$ cat config.mk
export PLATFORM = sky130hd
export DESIGN_NAME = intr_controller
export DESIGN_NICKNAME = d
export VERILOG_FILES = /design/src/rtl/intr_pkg.sv /design/src/rtl/intr_edge_sync.sv /design/src/rtl/intr_controller.sv
export SDC_FILE = /design/constraint.sdc
export NUM_CORES = 1
export LEC_CHECK = 0
export BUFFER_PORTS_ARGS = -buffer_cell sky130_fd_sc_hd__buf_4
export CORE_MARGIN = 3
export CORE_UTILIZATION = 44
export DETAILED_ROUTE_END_ITERATION = 7
export GPL_TIMING_DRIVEN = 0
export PLACE_DENSITY = 0.76
export SLEW_MARGIN = 20
export SYNTH_ARGS = -nofsm -noshare
export SYNTH_HDL_FRONTEND = slang
export SYNTH_SLANG_ARGS = --single-unit
$ cat constraint.sdc
create_clock -name CLK -period 2.3 [get_ports CLK]
set_clock_uncertainty 0.05 [all_clocks]
set_input_delay 0.115 -clock CLK [delete_from_list [all_inputs] [get_ports CLK]]
set_output_delay 0.115 -clock CLK [all_outputs]
set_load 0.03 [all_outputs]
$ cat src/rtl/intr_pkg.sv
// intr_pkg: shared definitions for the interrupt controller.
//   - MMIO register offsets relative to the block base address
//   - sequencing FSM state encoding
//   - ID field width and the lowest-index-wins priority encoder
package intr_pkg;

    localparam int ID_W = 5;

    localparam logic [31:0] PEND_OFS = 32'h0000_0000;
    localparam logic [31:0] MASK_OFS = 32'h0000_0004;
    localparam logic [31:0] ID_OFS   = 32'h0000_0008;
    localparam logic [31:0] CTRL_OFS = 32'h0000_000C;

    typedef enum logic [1:0] {
        ST_IDLE   = 2'd0,
        ST_ASSERT = 2'd1,
        ST_WAIT   = 2'd2,
        ST_COOL   = 2'd3
    } state_t;

    // Lowest set bit wins; scanning downward lets the lowest index overwrite.
    function automatic logic [ID_W-1:0] prio_enc(input logic [31:0] vec);
        logic [ID_W-1:0] idx;
        idx = {ID_W{1'b0}};
        for (int i = 31; i >= 0; i--) begin
            if (vec[i]) begin
                idx = ID_W'(i);
            end
        end
        return idx;
    endfunction

endpackage

$ cat src/rtl/intr_edge_sync.sv
// intr_edge_sync: per-bit two-flop synchroniser followed by a rising-edge
// detector. A held level yields a single one-cycle pulse.
// Ports:
//   CLK    in         clock
//   RESET  in         synchronous active-high reset
//   din    in  WIDTH  asynchronous level inputs
//   rise   out WIDTH  one-cycle pulse, high the cycle after the second sync flop
//                     first sees the new level
module intr_edge_sync #(
    parameter int WIDTH = 8
) (
    input  logic             CLK,
    input  logic             RESET,
    input  logic [WIDTH-1:0] din,
    output logic [WIDTH-1:0] rise
);

    logic [WIDTH-1:0] meta_r;
    logic [WIDTH-1:0] sync_r;
    logic [WIDTH-1:0] prev_r;

    // Synchroniser chain plus one delayed copy for edge detection.
    always_ff @(posedge CLK) begin
        if (RESET) begin
            meta_r <= {WIDTH{1'b0}};
            sync_r <= {WIDTH{1'b0}};
            prev_r <= {WIDTH{1'b0}};
        end else begin
            meta_r <= din;
            sync_r <= meta_r;
            prev_r <= sync_r;
        end
    end

    assign rise = sync_r & ~prev_r;

endmodule

$ cat src/rtl/intr_controller.sv
// intr_controller: memory-mapped interrupt controller driving the CPU INTR pin.
// Rising edges on SRC_IN latch into PEND; the lowest-index pending & masked
// source is sequenced through ASSERT (INTR high INTR_CYCLES cycles), WAIT
// (until claimed or its PEND bit is cleared) and COOL (COOLDOWN idle cycles).
// INTR_CYCLES and COOLDOWN must both be at least 1.
// Ports:
//   CLK, RESET              clock, synchronous active-high reset
//   SRC_IN     in NUM_SRC   asynchronous event levels
//   IOBUS_ADDR in 32        bus address
//   IOBUS_OUT  in 32        bus write data
//   IOBUS_WR   in 1         bus write strobe
//   RD_DATA    out 32       addressed register contents, 0 when not addressed
//   RD_HIT     out 1        address matches one of the four registers
//   INTR       out 1        registered interrupt request
module intr_controller #(
    parameter int          NUM_SRC     = 8,
    parameter logic [31:0] BASE_AD     = 32'h1100_0060,
    parameter int          INTR_CYCLES = 4,
    parameter int          COOLDOWN    = 2
) (
    input  logic               CLK,
    input  logic               RESET,
    input  logic [NUM_SRC-1:0] SRC_IN,
    input  logic [31:0]        IOBUS_ADDR,
    input  logic [31:0]        IOBUS_OUT,
    input  logic               IOBUS_WR,
    output logic [31:0]        RD_DATA,
    output logic               RD_HIT,
    output logic               INTR
);

    import intr_pkg::*;

    localparam logic [7:0] ASSERT_LAST = 8'(INTR_CYCLES - 1);
    localparam logic [7:0] COOL_LAST   = 8'(COOLDOWN - 1);

    logic [NUM_SRC-1:0] pend_r, mask_r;
    logic               en_r, valid_r, intr_r;
    logic [ID_W-1:0]    id_r, id_next_s, winner_s;
    logic               valid_next_s;
    state_t             state_r, state_next_s;
    logic [7:0]         cnt_r, cnt_next_s;

    logic [NUM_SRC-1:0] edge_s, w1c_s, served_clr_s, id_hot_s, active_s;
    logic               hit_pend_s, hit_mask_s, hit_id_s, hit_ctrl_s, claim_s;
    logic [31:0]        rd_data_s;
    logic               rd_hit_s;
    logic               unused_wdata_s;

    intr_edge_sync #(.WIDTH(NUM_SRC)) u_sync (
        .CLK   (CLK),
        .RESET (RESET),
        .din   (SRC_IN),
        .rise  (edge_s)
    );

    assign hit_pend_s = (IOBUS_ADDR == (BASE_AD + PEND_OFS));
    assign hit_mask_s = (IOBUS_ADDR == (BASE_AD + MASK_OFS));
    assign hit_id_s   = (IOBUS_ADDR == (BASE_AD + ID_OFS));
    assign hit_ctrl_s = (IOBUS_ADDR == (BASE_AD + CTRL_OFS));
    assign claim_s    = IOBUS_WR & hit_id_s;
    assign active_s   = pend_r & mask_r;
    assign winner_s   = prio_enc(32'(active_s));
    assign id_hot_s   = NUM_SRC'(1) << id_r;
    // Only part of the write word lands in registers.
    assign unused_wdata_s = ^IOBUS_OUT;

    // W1C mask for PEND from a bus write.
    always_comb begin
        w1c_s = {NUM_SRC{1'b0}};
        if (IOBUS_WR && hit_pend_s) begin
            w1c_s = IOBUS_OUT[NUM_SRC-1:0];
        end else begin
            w1c_s = {NUM_SRC{1'b0}};
        end
    end

    // Sequencer next-state: claim/clear exits, cycle counters, ID latching.
    always_comb begin
        state_next_s = state_r;
        cnt_next_s   = cnt_r;
        id_next_s    = id_r;
        valid_next_s = valid_r;
        served_clr_s = {NUM_SRC{1'b0}};
        case (state_r)
            ST_IDLE: begin
                if (en_r && (|active_s)) begin
                    id_next_s    = winner_s;
                    valid_next_s = 1'b1;
                    cnt_next_s   = 8'd0;
                    state_next_s = ST_ASSERT;
                end else begin
                    state_next_s = ST_IDLE;
                end
            end
            ST_ASSERT: begin
                if (claim_s) begin
                    served_clr_s = id_hot_s;
                    valid_next_s = 1'b0;
                    cnt_next_s   = 8'd0;
                    state_next_s = ST_COOL;
                end else if (cnt_r == ASSERT_LAST) begin
                    cnt_next_s   = 8'd0;
                    state_next_s = ST_WAIT;
                end else begin
                    cnt_next_s   = cnt_r + 8'd1;
                end
            end
            ST_WAIT: begin
                if (claim_s) begin
                    served_clr_s = id_hot_s;
                    valid_next_s = 1'b0;
                    cnt_next_s   = 8'd0;
                    state_next_s = ST_COOL;
                end else if ((w1c_s & id_hot_s) != {NUM_SRC{1'b0}}) begin
                    valid_next_s = 1'b0;
                    cnt_next_s   = 8'd0;
                    state_next_s = ST_COOL;
                end else begin
                    state_next_s = ST_WAIT;
                end
            end
            ST_COOL: begin
                if (cnt_r == COOL_LAST) begin
                    cnt_next_s   = 8'd0;
                    state_next_s = ST_IDLE;
                end else begin
                    cnt_next_s   = cnt_r + 8'd1;
                end
            end
            default: begin
                state_next_s = ST_IDLE;
                cnt_next_s   = 8'd0;
                valid_next_s = 1'b0;
            end
        endcase
    end

    // Sequencer state and registered INTR (high exactly while in ASSERT).
    always_ff @(posedge CLK) begin
        if (RESET) begin
            state_r <= ST_IDLE;
            cnt_r   <= 8'd0;
            id_r    <= {ID_W{1'b0}};
            valid_r <= 1'b0;
            intr_r  <= 1'b0;
        end else begin
            state_r <= state_next_s;
            cnt_r   <= cnt_next_s;
            id_r    <= id_next_s;
            valid_r <= valid_next_s;
            intr_r  <= (state_next_s == ST_ASSERT);
        end
    end

    // Configuration and pending registers; a new edge beats a same-cycle clear.
    always_ff @(posedge CLK) begin
        if (RESET) begin
            pend_r <= {NUM_SRC{1'b0}};
            mask_r <= {NUM_SRC{1'b0}};
            en_r   <= 1'b0;
        end else begin
            pend_r <= (pend_r & ~(w1c_s | served_clr_s)) | edge_s;
            if (IOBUS_WR && hit_mask_s) begin
                mask_r <= IOBUS_OUT[NUM_SRC-1:0];
            end
            if (IOBUS_WR && hit_ctrl_s) begin
                en_r <= IOBUS_OUT[0];
            end
        end
    end

    // Read mux; zero when unaddressed so it can be OR-ed into the bus.
    always_comb begin
        rd_data_s = 32'h0000_0000;
        rd_hit_s  = 1'b1;
        if (hit_pend_s) begin
            rd_data_s = 32'(pend_r);
        end else if (hit_mask_s) begin
            rd_data_s = 32'(mask_r);
        end else if (hit_id_s) begin
            rd_data_s = {valid_r, 26'd0, id_r};
        end else if (hit_ctrl_s) begin
            rd_data_s = {31'd0, en_r};
        end else begin
            rd_hit_s  = 1'b0;
        end
    end

    assign RD_DATA = rd_data_s;
    assign RD_HIT  = rd_hit_s;
    assign INTR    = intr_r;

endmodule

# Yosys cells after proc, flatten, opt, wreduce, memory -nomap -nowiden
# Index checks and enable logic that the tools add are counted.
# classes
bitwise,9
n_reduce_logical,12
shift,1
add_sub_neg,1
eq_ne,13
mux,38
# ops
cell,n
equality test 32 x 29 -> 1 bit (second input constant),4
two-way mux 32 bit,3
two-way mux 8 bit,9
two-way mux 5 bit,7
bitwise AND 8 bit,4
one-hot mux 8 bit (4 select lines),1
NOT 8 bit,2
OR 8 bit,2
two-way mux 1 bit,12
adder 8 x 1 -> 8 bit (second input constant),1
equality test 8 x 1 -> 1 bit (second input constant),1
equality test 8 x 2 -> 1 bit (second input constant),1
one-hot mux 2 bit (4 select lines),1
nonzero test 8 bit,1
OR reduction 8 bit,1
left shift 1 x 5 -> 8 bit (first input constant),1
two-way mux 2 bit,3
equality test 2 x 1 -> 1 bit (second input constant),2
equality test 2 bit (second input constant),2
logical AND 1 bit,4
!= test 2 bit (second input constant),2
AND reduction 2 bit,2
AND reduction 4 bit,1
two-way mux 3 bit,1
6 further kinds,6
# totals
ff_bits,58

# Logic depth before layout (Yosys ltp)
# Gate-level depths: netlist (run 1).
# depth
word_depth,9
ltp_mapped,7
ltp_nobuf,7

# Modules after synthesis
# From an unflattened synthesis (run 1), not the netlist that was laid out.
# hier_totals
hier_cells,332
hier_area_um2,3022.9
# by_module_without_submodules
mod,area_each_um2,instances,cells_each,seq_area_each_um2
intr_controller,2279.7,1,274,640.6
intr_edge_sync,743.2,1,58,480.5

# Worst setup path after synthesis (run 1)
# OpenSTA, ideal clock, no wires.
# synth_path
path_kind,register to register
from,register id_r[0]
to,register cnt_r[1]
t_arrival_ns,2.023
slack_ns,0.156
synth_period_minus_slack_ns,2.144
path_stages_with_launch,8
path_buffers,1
cell_sequence,dfxtp_1 buf_2 inv_1 mux4_2 a2111oi_4 o21ai_2 or3b_1 a21oi_1
# synth_between
elab_chain_cells,5
# synth_lines
item,line_no,text
"start, declared",intr_controller.sv:39,"logic [ID_W-1:0] id_r, id_next_s, winner_s;"
"start signal, assigned",intr_controller.sv:144,id_r <= {ID_W{1'b0}};
"start signal, assigned",intr_controller.sv:150,id_r <= id_next_s;
left shift 1 x 5 -> 8 bit,intr_controller.sv:64,assign id_hot_s = NUM_SRC'(1) << id_r;
bitwise AND 8 bit,intr_controller.sv:115,end else if ((w1c_s & id_hot_s) != {NUM_SRC{1'b0}}) begin
nonzero test 8 bit,intr_controller.sv:115,
!= test 3 bit (no line),-,
AND reduction 2 bit (no line),-,
"end signal, assigned",intr_controller.sv:149,cnt_r <= cnt_next_s;
"end, declared",intr_controller.sv:42,"logic [7:0] cnt_r, cnt_next_s;"
# Every way passes these cells.
# A chain may end at the register's enable or synchronous reset.

# Worst setup path after layout (run 1)
# Ends and elaborated chain as after synthesis.

==> results of run 1 <==
## per-layer routing
| metal | track usage (%) | vias to the layer above |
|---|---|---|
| met1 | 21.3 | 1163 |
| met4 | 2.93 | 0 |
| met2 | 31.1 | 101 |
| met3 | 3.69 | 6 |
| li1 | - | 1305 |
| met5 | 0 | - |
## where the power goes
group | internal (uW) | switching (uW) | total [uW] | leakage [uW]
Clock | 225 | 342 | 567 | 0.0000463
Combinational | 122 | 117 | 239 | 0.00110
Sequential | 993 | 13.1 | 1010 | 0.000458
Total | 1340 | 473 | 1810 | 0.00161
## placed cells by master (no fill, tap or decap), types with 5 or more instances in the layout
master and instances:
nand2_1 13, nand2b_1 9, dlygate4sd3_1 8, ha_1 7, inv_1 20, buf_4 87
mux2i_1 18, clkbuf_8 5, dfxtp_1 54, nor2_1 24, nor2b_1 27, conb_1 23
nand3_1 8, a22o_1 11, nand4_1 5, or3_1 10, o32ai_1 6, clkbuf_1 8
nor4_1 5, a21oi_1 19
## flip-flops by register name, indices dropped and copies added, names as in the netlist
| name | count |
|---|---|
| cnt_r | 8 |
| en_r | 1 |
| u_sync.sync_r | 8 |
| pend_r | 8 |
| valid_r | 1 |
| u_sync.meta_r | 8 |
| INTR | 1 |
| mask_r | 8 |
| id_r | 3 |
| state_r | 2 |
| u_sync.prev_r | 8 |
## kinds of logic after synthesis
family | after synthesis
AOI/OAI and AO/OA | 58
adders and majority gates | 7
buffers and inverters | 55
DFF | 56
muxes | 20
other | 1
and+or+nand+nor | 128
## per-stage QoR
stage	instance area, um^2	hold slack [ns]	std cells	total power (uW)	setup TNS [ns]
2_1_floorplan	2980	0.193	347	1160	0
3_3_place_gp	3520	0.281	482	1250	-0.0447
3_5_place_dp	3520	0.279	482	1250	-0.117
4_1_cts	3720	0.00884	499	1820	0
5_1_grt	3770	0.00582	501	1880	0
6_report	3770	0.0121	501	1810	0
## how the worst min path moves through the flow
stage	from	slack, ns	cells past startpoint	to
after floorplan	SRC_IN[0]	0.19	1	u_sync.meta_r[0]$_SDFF_PP0_
after global placement	SRC_IN[0]	0.28	2	u_sync.meta_r[0]$_SDFF_PP0_
after detailed placement	SRC_IN[6]	0.28	2	u_sync.meta_r[6]$_SDFF_PP0_
after CTS	IOBUS_OUT[6]	0.009	3	mask_r[6]$_SDFFE_PP0P_
after global routing	IOBUS_OUT[6]	0.006	3	mask_r[6]$_SDFFE_PP0P_
final	IOBUS_OUT[6]	0.01	3	mask_r[6]$_SDFFE_PP0P_
## cell type report
class	instances	area, um^2	share of cell area, %
inverter	22	82.6	2.19
sequential	56	1130	29.9
buffer	32	210	5.57
clock buffer	5	68.8	1.82
timing repair buffer	72	561	14.9
tap	75	93.8	2.49
multi-input combinational	236	1600	42.5
clock inverter	3	27.5	0.730
## synthesized netlist by cell type, types with 2 or more instances
library cell and number:
a21oi_1 19, a22o_1 11, a311oi_1 3, a31oi_1 3, and2_1 4, and3_1 2
and4_1 3, buf_2 2, buf_4 23, clkbuf_1 8, dfxtp_1 56, ha_1 7
inv_1 21, mux2i_1 18, mux4_2 2, nand2_1 13, nand2b_1 10, nand3_1 9
nand3b_1 4, nand4_1 5, nor2_1 25, nor2b_1 27, nor3_1 2, nor3b_1 2
nor4_1 5, nor4b_1 2, o21ai_0 2, o2bb2ai_1 2, o32ai_1 6, or3_1 10
## what timing repair did
| action | CTS | global route |
|---|---|---|
| buffers inserted | 2 | 2 |
| resized for setup | 4 | 8 |
| setup endpoints to repair | 5 | 9 |
| hold endpoints to repair | 8 | 0 |
| hold buffers | 8 | 0 |
| pin swaps | 2 | 2 |
## critical path, cell delays in order (launching register included)
cell and delay (ns):
dfxtp_4 0.39, inv_2 0.08, mux4_2 0.54, a2111oi_4 0.42, o21ai_4 0.11, or3b_1 0.38, a21oi_1 0.14
==> results.yml, run 1 <==
yosys:
  ys.flop_type: "dfxtp_1"
  synth_top_family_by_area: "simple AND/OR/NAND/NOR gates"
  synth_seq_cells: 56
  netlist-cell-type-count: 49
  postSynth.asyncResetShare_pct: 0
  synth_compound_area_share_pct: 15.0
  synth_top_area_share_pct: 38.7
  synthAdderAreaFrac_pct: 3.03
  synth.avg_cell_area_um2: 8.90
  yosysTopAreaCell: "dfxtp_1"
  synth_edf_count: 0
  synth-xor-area-share_pct: 0
  synth_area_leaders: "dfxtp_1 (39%), mux2i_1 (6.2%), buf_4 (6.0%)"
  yosys_warnings: 0
  synth_area_um2: 2890
  yosysSeqAreaShare_pct: 38.7
  synth.mux.area_fraction_pct: 7.78
  yosys.area_share.simple_pct: 25.2
  synth_cells: 325
final_layout:
  final_nets: 507
  drive_gt1_share_pct: 26.3
  syn2layout_area_growth_pct: 30.4
  fillers: 531
  diodes: 0
  fin_util_pct: 61.5
grt:
  antenna_found_initial: 0
  grt_max_degree: 20
  grt_pass1_wl_um: 10800
  grt-ovfl-total: 0
  grt_pass1_vias: 2425
  grtUsageTotal_pct: 17.2
clock_network:
  cts.sinks: 56
  root_buffer: "clkbuf_8"
  cts_tree: "done"
  clock_path_buffers: 2
  htreeDepth: 2
  clk_pin_slew_ns: 0.11
  cts_made_buffers: 5
  insertion_delay_ns: 0.31
placement:
  gp_congestion: 0.867
  io_buffers: 60
  place_hpwl_um: 5190
  dp_slack_ns: -0.0407
detailed_routing:
  route.met2.wl_um: 3250
  drtIter0Drc: 111
  wl_met3_um: 518
  routed_wl_um: 6690
  drt-pass1-iter-count: 4
  top_layer: "met4"
  vias: 2575
  wl_met1_um: 2870
  drc: 0
  wire_per_inst_um: 13.4
  antenna_left: 0
  vias_per_cell: 5.14
critical_path:
  reg2reg_from: "id_r[0]$_SDFFE_PP0P_"
  cp-startpoint: "id_r[0]$_SDFFE_PP0P_"
  crit_end: "cnt_r[1]$_SDFFE_PP0P_"
  r2r-end: "cnt_r[1]$_SDFFE_PP0P_"
  cp_max_fo: 7
  worstSetupPathType: "reg2reg"
  crit_path_start_kind: "flip-flop"
  cp_data_required_time_ns: 2.49
  cp_data_arrival_time_ns: 2.37
  r2r_slack_ns: 0.11
  critPathCaptureType: "flip-flop"
  ff2ff_path_depth: 6
floorplanning:
  coreArea_um2: 6130
  num_rows: 28
  io_pins: 109
  initial_utilization_pct: 47.2
  dieArea_um2: 7590
  die_h_um: 87.1
  die_x_um: 87.1
run:
  max_cap_violations: 0
timing:
  rsz0062_at_grt: "no"
  max_freq_ghz: 0.457
  fin_ws_ns: 0.114
  maxSlewHeadroom_pct: 53.9
  worstMarginPinSlew_ns: 0.685
  setup_violations: 0
  finalCritPeriodShare_pct: 95.1
  hold_violations: 0
  fin_crit_ns: 2.19
  slew_violations: 0
pwr:
  p_leak_uw: 0.00161
  peakVddDrop_mv: 0.344
  cellPowerDensity_nw_per_um2: 480
outcome:
  status: "complete, no violations"
hold_path:
  hp-class: "in2reg"
Power figures use the tool's default switching activity.
==> run 2, diff against run 1 <==
- HOLD_SLACK_MARGIN: not set -> 0.15
==> run 2 against run 1 <==
Net effect: sequential cell count unchanged; utilization increased by 1.3 points; via count about the same; first-iteration DRC count decreased by 3.6%; sequential power about the same; sequential share of layout area decreased by 0.69 points; fmax decreased by 0.88%; hold slack improved by 0.22 ns; non-clock buffer count increased by 7; setup slack got worse by 0.019 ns; cell count increased by 1.4%; critical endpoint unchanged; largest cell class unchanged; highest routed layer unchanged.
==> results.yml, run 2 (synthesized netlist as in run 1, its figures left out) <==
grt:
  grt-ovfl-total: 0
  grt_max_degree: 20
  grtUsageTotal_pct: 17.5
  grt_pass1_wl_um: 10900
  grt_pass1_vias: 2448
  top_usage_layer: "met2"
  grt_util_met1_pct: 21.6
  use_met3_pct: 3.60
  antenna_found_initial: 0
  met2_usage_pct: 31.7
clock_network:
  cts.sinks: 56
  cts_made_buffers: 5
  cts_tree: "done"
  clk_pin_slew_ns: 0.10
  insertion_delay_ns: 0.30
  root_buffer: "clkbuf_8"
  clock_path_buffers: 2
  htreeDepth: 2
final_layout:
  fillers: 529
  layout_common_cells: "buf_4 (86), dfxtp_1 (54), nor2b_1 (27)"
  layout.area.seq_um2: 1120
  layout_commonest_cell: "buf_4"
  diodes: 0
  final_cells: 508
  design_area_um2: 3850
  multi_input_area_um2: 1610
  drive_gt1_share_pct: 25.9
  syn2layout_area_growth_pct: 33.2
  final_nets: 514
pwr:
  p_sw_share_pct: 25.9
  p_switching_uw: 471
  power.share.sequential_pct: 55.3
  cellPowerDensity_nw_per_um2: 472
  comb_power_share_pct: 13.8
  p_leak_uw: 0.00163
  p_int_uw: 1350
  clockPowerShare_pct: 30.9
  peakVddDrop_mv: 0.343
detailed_routing:
  drtIter0Drc: 107
  vias: 2577
  antenna_left: 0
  wire_per_inst_um: 13.3
  drc: 0
  drt-pass1-iter-count: 4
  routed_wl_um: 6750
  vias_per_cell: 5.07
timing:
  hold_violations: 0
  fin_ws_ns: 0.0944
  setup_violations: 0
  max_freq_ghz: 0.453
  worstMarginPinSlew_ns: 0.697
  maxSlewHeadroom_pct: 53.1
  fin_crit_ns: 2.21
  rsz0062_at_grt: "no"
  finalCritPeriodShare_pct: 95.9
  slew_violations: 0
critical_path:
  reg2reg_from: "id_r[0]$_SDFFE_PP0P_"
  cpMaxStageDelayCell: "dlygate4sd3_1"
  crit_path_start_kind: "input port"
  r2r_slack_ns: 0.11
  slowest_delay_ns: 0.54
  critPathBufInv: 2
  ff2ff_path_depth: 6
  cp_data_arrival_time_ns: 2.39
  crit_family: "buffers and inverters"
  r2r-end: "cnt_r[1]$_SDFFE_PP0P_"
  critPathCaptureType: "flip-flop"
  cp_data_required_time_ns: 2.49
  worstSetupPathType: "in2reg"
  cp_cell_sequence: "dlygate4sd3_1, buf_4, mux2i_1, mux4_2, a2111oi_4, o21ai_4, or3b_1, a21oi_2"
  cp_max_fo: 4
hold_path:
  whs_path_depth: 4
  hold_end: "en_r$_SDFFE_PP0P_"
  hold_path.startpoint: "IOBUS_WR"
  hp-class: "in2reg"
floorplanning:
  die_x_um: 87.1
  coreArea_um2: 6130
  initial_utilization_pct: 47.2
  die_h_um: 87.1
  num_rows: 28
  io_pins: 109
  dieArea_um2: 7590
placement:
  placedInstanceArea_um2: 3520
  gp_congestion: 0.867
  io_buffers: 60
  place_hpwl_um: 5190
  dp_slack_ns: -0.0407
  place_inst: 482
run:
  max_cap_violations: 0
outcome:
  status: "complete, no violations"
## run 2: changes by cell type in the layout (fill, tap and decap cells not counted)
cell / previous run / this run
dlygate4sd3_1: 8 / 16
a21oi_1: 19 / 18
a21oi_2: 0 / 1
buf_4: 87 / 86
dfxtp_2: 1 / 2
dfxtp_4: 1 / 0
nand3_2: 1 / 0
nand3_4: 0 / 1
## run 2: tightest hold or removal path, delay by kind of cell
| kind | cells | cell delay, ns |
|---|---|---|
| simple gates | 2 | 0.22 |
| buf+inv | 1 | 0.13 |
| mux | 1 | 0.08 |
## run 2: worst max-delay path by stage
stage	startpoint	to	cells past startpoint
floorplan	id_r[0]$_SDFFE_PP0P_	cnt_r[1]$_SDFFE_PP0P_	7
global placement	id_r[0]$_SDFFE_PP0P_	cnt_r[1]$_SDFFE_PP0P_	7
detailed placement	id_r[0]$_SDFFE_PP0P_	cnt_r[1]$_SDFFE_PP0P_	7
CTS	pend_r[2]$_SDFF_PP0_	cnt_r[5]$_SDFFE_PP0P_	7
global route	IOBUS_OUT[2]	cnt_r[1]$_SDFFE_PP0P_	8
finish	IOBUS_OUT[2]	cnt_r[1]$_SDFFE_PP0P_	8
## run 2: through the flow
stage               setup TNS [ns]  utilization (%)  hold slack, ns  total power (uW)
floorplan                        0                -           0.193              1160
global placement           -0.0447             57.4           0.281              1250
detailed placement          -0.117             57.4           0.279              1250
CTS                              0             62.0           0.201              1830
global route                     0             62.9           0.243              1890
finish                           0             62.9           0.229              1820
## run 2: area by class of cell
cell class | instances | area share (%)
well taps | 75 | 2.44
repair buffers | 79 | 16.4
clock inverters | 3 | 0.714
multi-input cells | 236 | 41.9
plain buffers | 32 | 5.45
inverters | 22 | 2.14
flip-flops and latches | 56 | 29.2
clock buffers | 5 | 1.79
## run 2: power groups by stage
stage / logic (uW) / registers [uW] / clock network, uW
after floorplan: 140 / 1020 / 0
after global placement: 223 / 1030 / 0
after detailed placement: 225 / 1030 / 0
after CTS: 246 / 1010 / 575
after global routing: 270 / 1010 / 612
final: 251 / 1010 / 562
## run 2: per-layer routing
layer  vias to the layer above  share of wire, %
li1                       1320                 -
met1                      1162                43
met2                        93                49
met3                         2               7.4
met4                         0              0.28
met5                         -                 0
## run 2: repair_timing
action,in CTS,in global routing
hold buffers,16,0
cloned,0,0
hold endpoints to repair,21,0
setup endpoints to repair,5,9
pin swaps,2,3
setup buffers,2,1
resized for setup,4,9
==> run 3, diff against run 2 <==
- CORE_MARGIN: 3 -> not set
- RECOVER_POWER: not set -> 50
==> run 3 against run 2 <==
Net effect: hold slack got worse by 0.055 ns; non-clock buffer count fell by 2; clock power increased by 3%; first-iteration DRC count is 8.4% lower; wire length fell by 2.1%; sequential cell count unchanged; sequential share of layout area up 0.36 points; highest routed layer unchanged; largest power group unchanged.
==> results.yml, run 3 (synthesized netlist as in run 1, its figures left out) <==
grt:
  antenna_found_initial: 0
  grt_pass1_wl_um: 11000
  grt-ovfl-total: 0
  grtUsageTotal_pct: 19.5
  grt_max_degree: 20
  grt_pass1_vias: 2474
detailed_routing:
  routed_wl_um: 6610
  vias_per_cell: 4.99
  wire_per_inst_um: 13.0
  drtIter0Drc: 98
  drt-pass1-iter-count: 4
  antenna_left: 0
  vias: 2534
  drc: 0
critical_path:
  worstSetupPathType: "reg2reg"
  cp_data_arrival_time_ns: 2.45
  crit_path_start_kind: "flip-flop"
  cp_max_fo: 9
  cp_data_required_time_ns: 2.51
  critPathCaptureType: "flip-flop"
run:
  max_cap_violations: 0
pwr:
  peakVddDrop_mv: 0.349
  total_power_uw: 1830
  cellPowerDensity_nw_per_um2: 482
  p_leak_uw: 0.00160
final_layout:
  fin_util_pct: 59.9
  layout_common_cells: "buf_4 (71), dfxtp_1 (54), nor2b_1 (27)"
  drive_gt1_share_pct: 23.9
  diodes: 0
  layout_commonest_cell: "buf_4"
  syn2layout_area_growth_pct: 31.5
  final_nets: 512
timing:
  fin_crit_ns: 2.24
  slew_violations: 0
  setup_violations: 0
  finalSetupTns_ns: 0
  worstMarginPinSlew_ns: 0.708
  fin_hold_ws_ns: 0.174
  fin_ws_ns: 0.0632
  hold_violations: 0
  rsz0062_at_grt: "yes"
  finalCritPeriodShare_pct: 97.3
  maxSlewHeadroom_pct: 52.4
  max_freq_ghz: 0.447
outcome:
  status: "complete, no violations"
floorplanning:
  die_x_um: 83.1
  io_pins: 109
  num_rows: 29
  initial_utilization_pct: 45.6
  coreArea_um2: 6350
  dieArea_um2: 6910
  die_h_um: 83.1
placement:
  io_buffers: 60
  place_hpwl_um: 5040
  dp_slack_ns: -0.0593
  gp_congestion: 0.887
clock_network:
  cts_tree: "done"
  htreeDepth: 2
  root_buffer: "clkbuf_8"
  clk_pin_slew_ns: 0.11
  cts.sinks: 56
  insertion_delay_ns: 0.32
  cts_made_buffers: 5
  clock_path_buffers: 2
hold_path:
  hp-class: "in2reg"
==> run 3: layout make-up <==
class                           count  area (um^2)
Clock inverter                      3         27.5
Sequential cell                    56         1120
Inverter                           22         82.6
Tap cell                           77         96.3
Multi-Input combinational cell    236         1600
Timing Repair Buffer               77          599
Buffer                             32          208
Clock buffer                        5         68.8
Fill cell                         561         2540
==> run 3: through the flow <==
| stage | instance area (um^2) | std cells |
|---|---|---|
| 2_1_floorplan | 2980 | 347 |
| 3_3_place_gp | 3520 | 484 |
| 3_5_place_dp | 3520 | 484 |
| 4_1_cts | 3800 | 508 |
| 5_1_grt | 3810 | 508 |
| 6_report | 3810 | 508 |
==> run 3: power breakdown <==
group / internal, uW / total, uW / switching [uW]
Combinational: 129 / 248 / 118
Sequential: 994 / 1010 / 12.4
Clock: 225 / 578 / 354
Total: 1350 / 1830 / 485
==> run 3: critical path, cell delays in order (launching register included) <==
cell and delay [ns]:
dfxtp_2 0.40, inv_2 0.10, mux4_2 0.55, a2111oi_4 0.44
o21ai_4 0.11, or3b_4 0.40, a21oi_2 0.13
==> run 3: routing by layer <==
metal	GRT usage, %	wire, um	up-vias
li1	-	-	1311
met1	22.3	2770	1132
met2	35.2	3380	77
met3	4.08	346	14
met4	8.15	119	0
met5	0	0	-
==> run 3: worst paths after layout <==
check / startpoint / end / slack, ns / cells after the start
worst min-delay path: IOBUS_WR / en_r$_SDFFE_PP0P_ / 0.17 / 4
worst max-delay path: id_r[0]$_SDFFE_PP0P_ / cnt_r[1]$_SDFFE_PP0P_ / 0.06 / 6
worst min register to register: u_sync.prev_r[7]$_SDFF_PP0_ / pend_r[7]$_SDFF_PP0_ / 0.38 / 1
worst max register to register: id_r[0]$_SDFFE_PP0P_ / cnt_r[1]$_SDFFE_PP0P_ / 0.06 / 6
==> run 3: what timing repair did <==
action / CTS / global route
endpoints found under the setup margin: 7 / 9
hold buffers: 16 / 0
setup buffers: 1 / 0
endpoints found under the hold margin: 24 / 0
gates cloned: 0 / 0
pin swaps: 2 / 1
resized for setup: 4 / 6
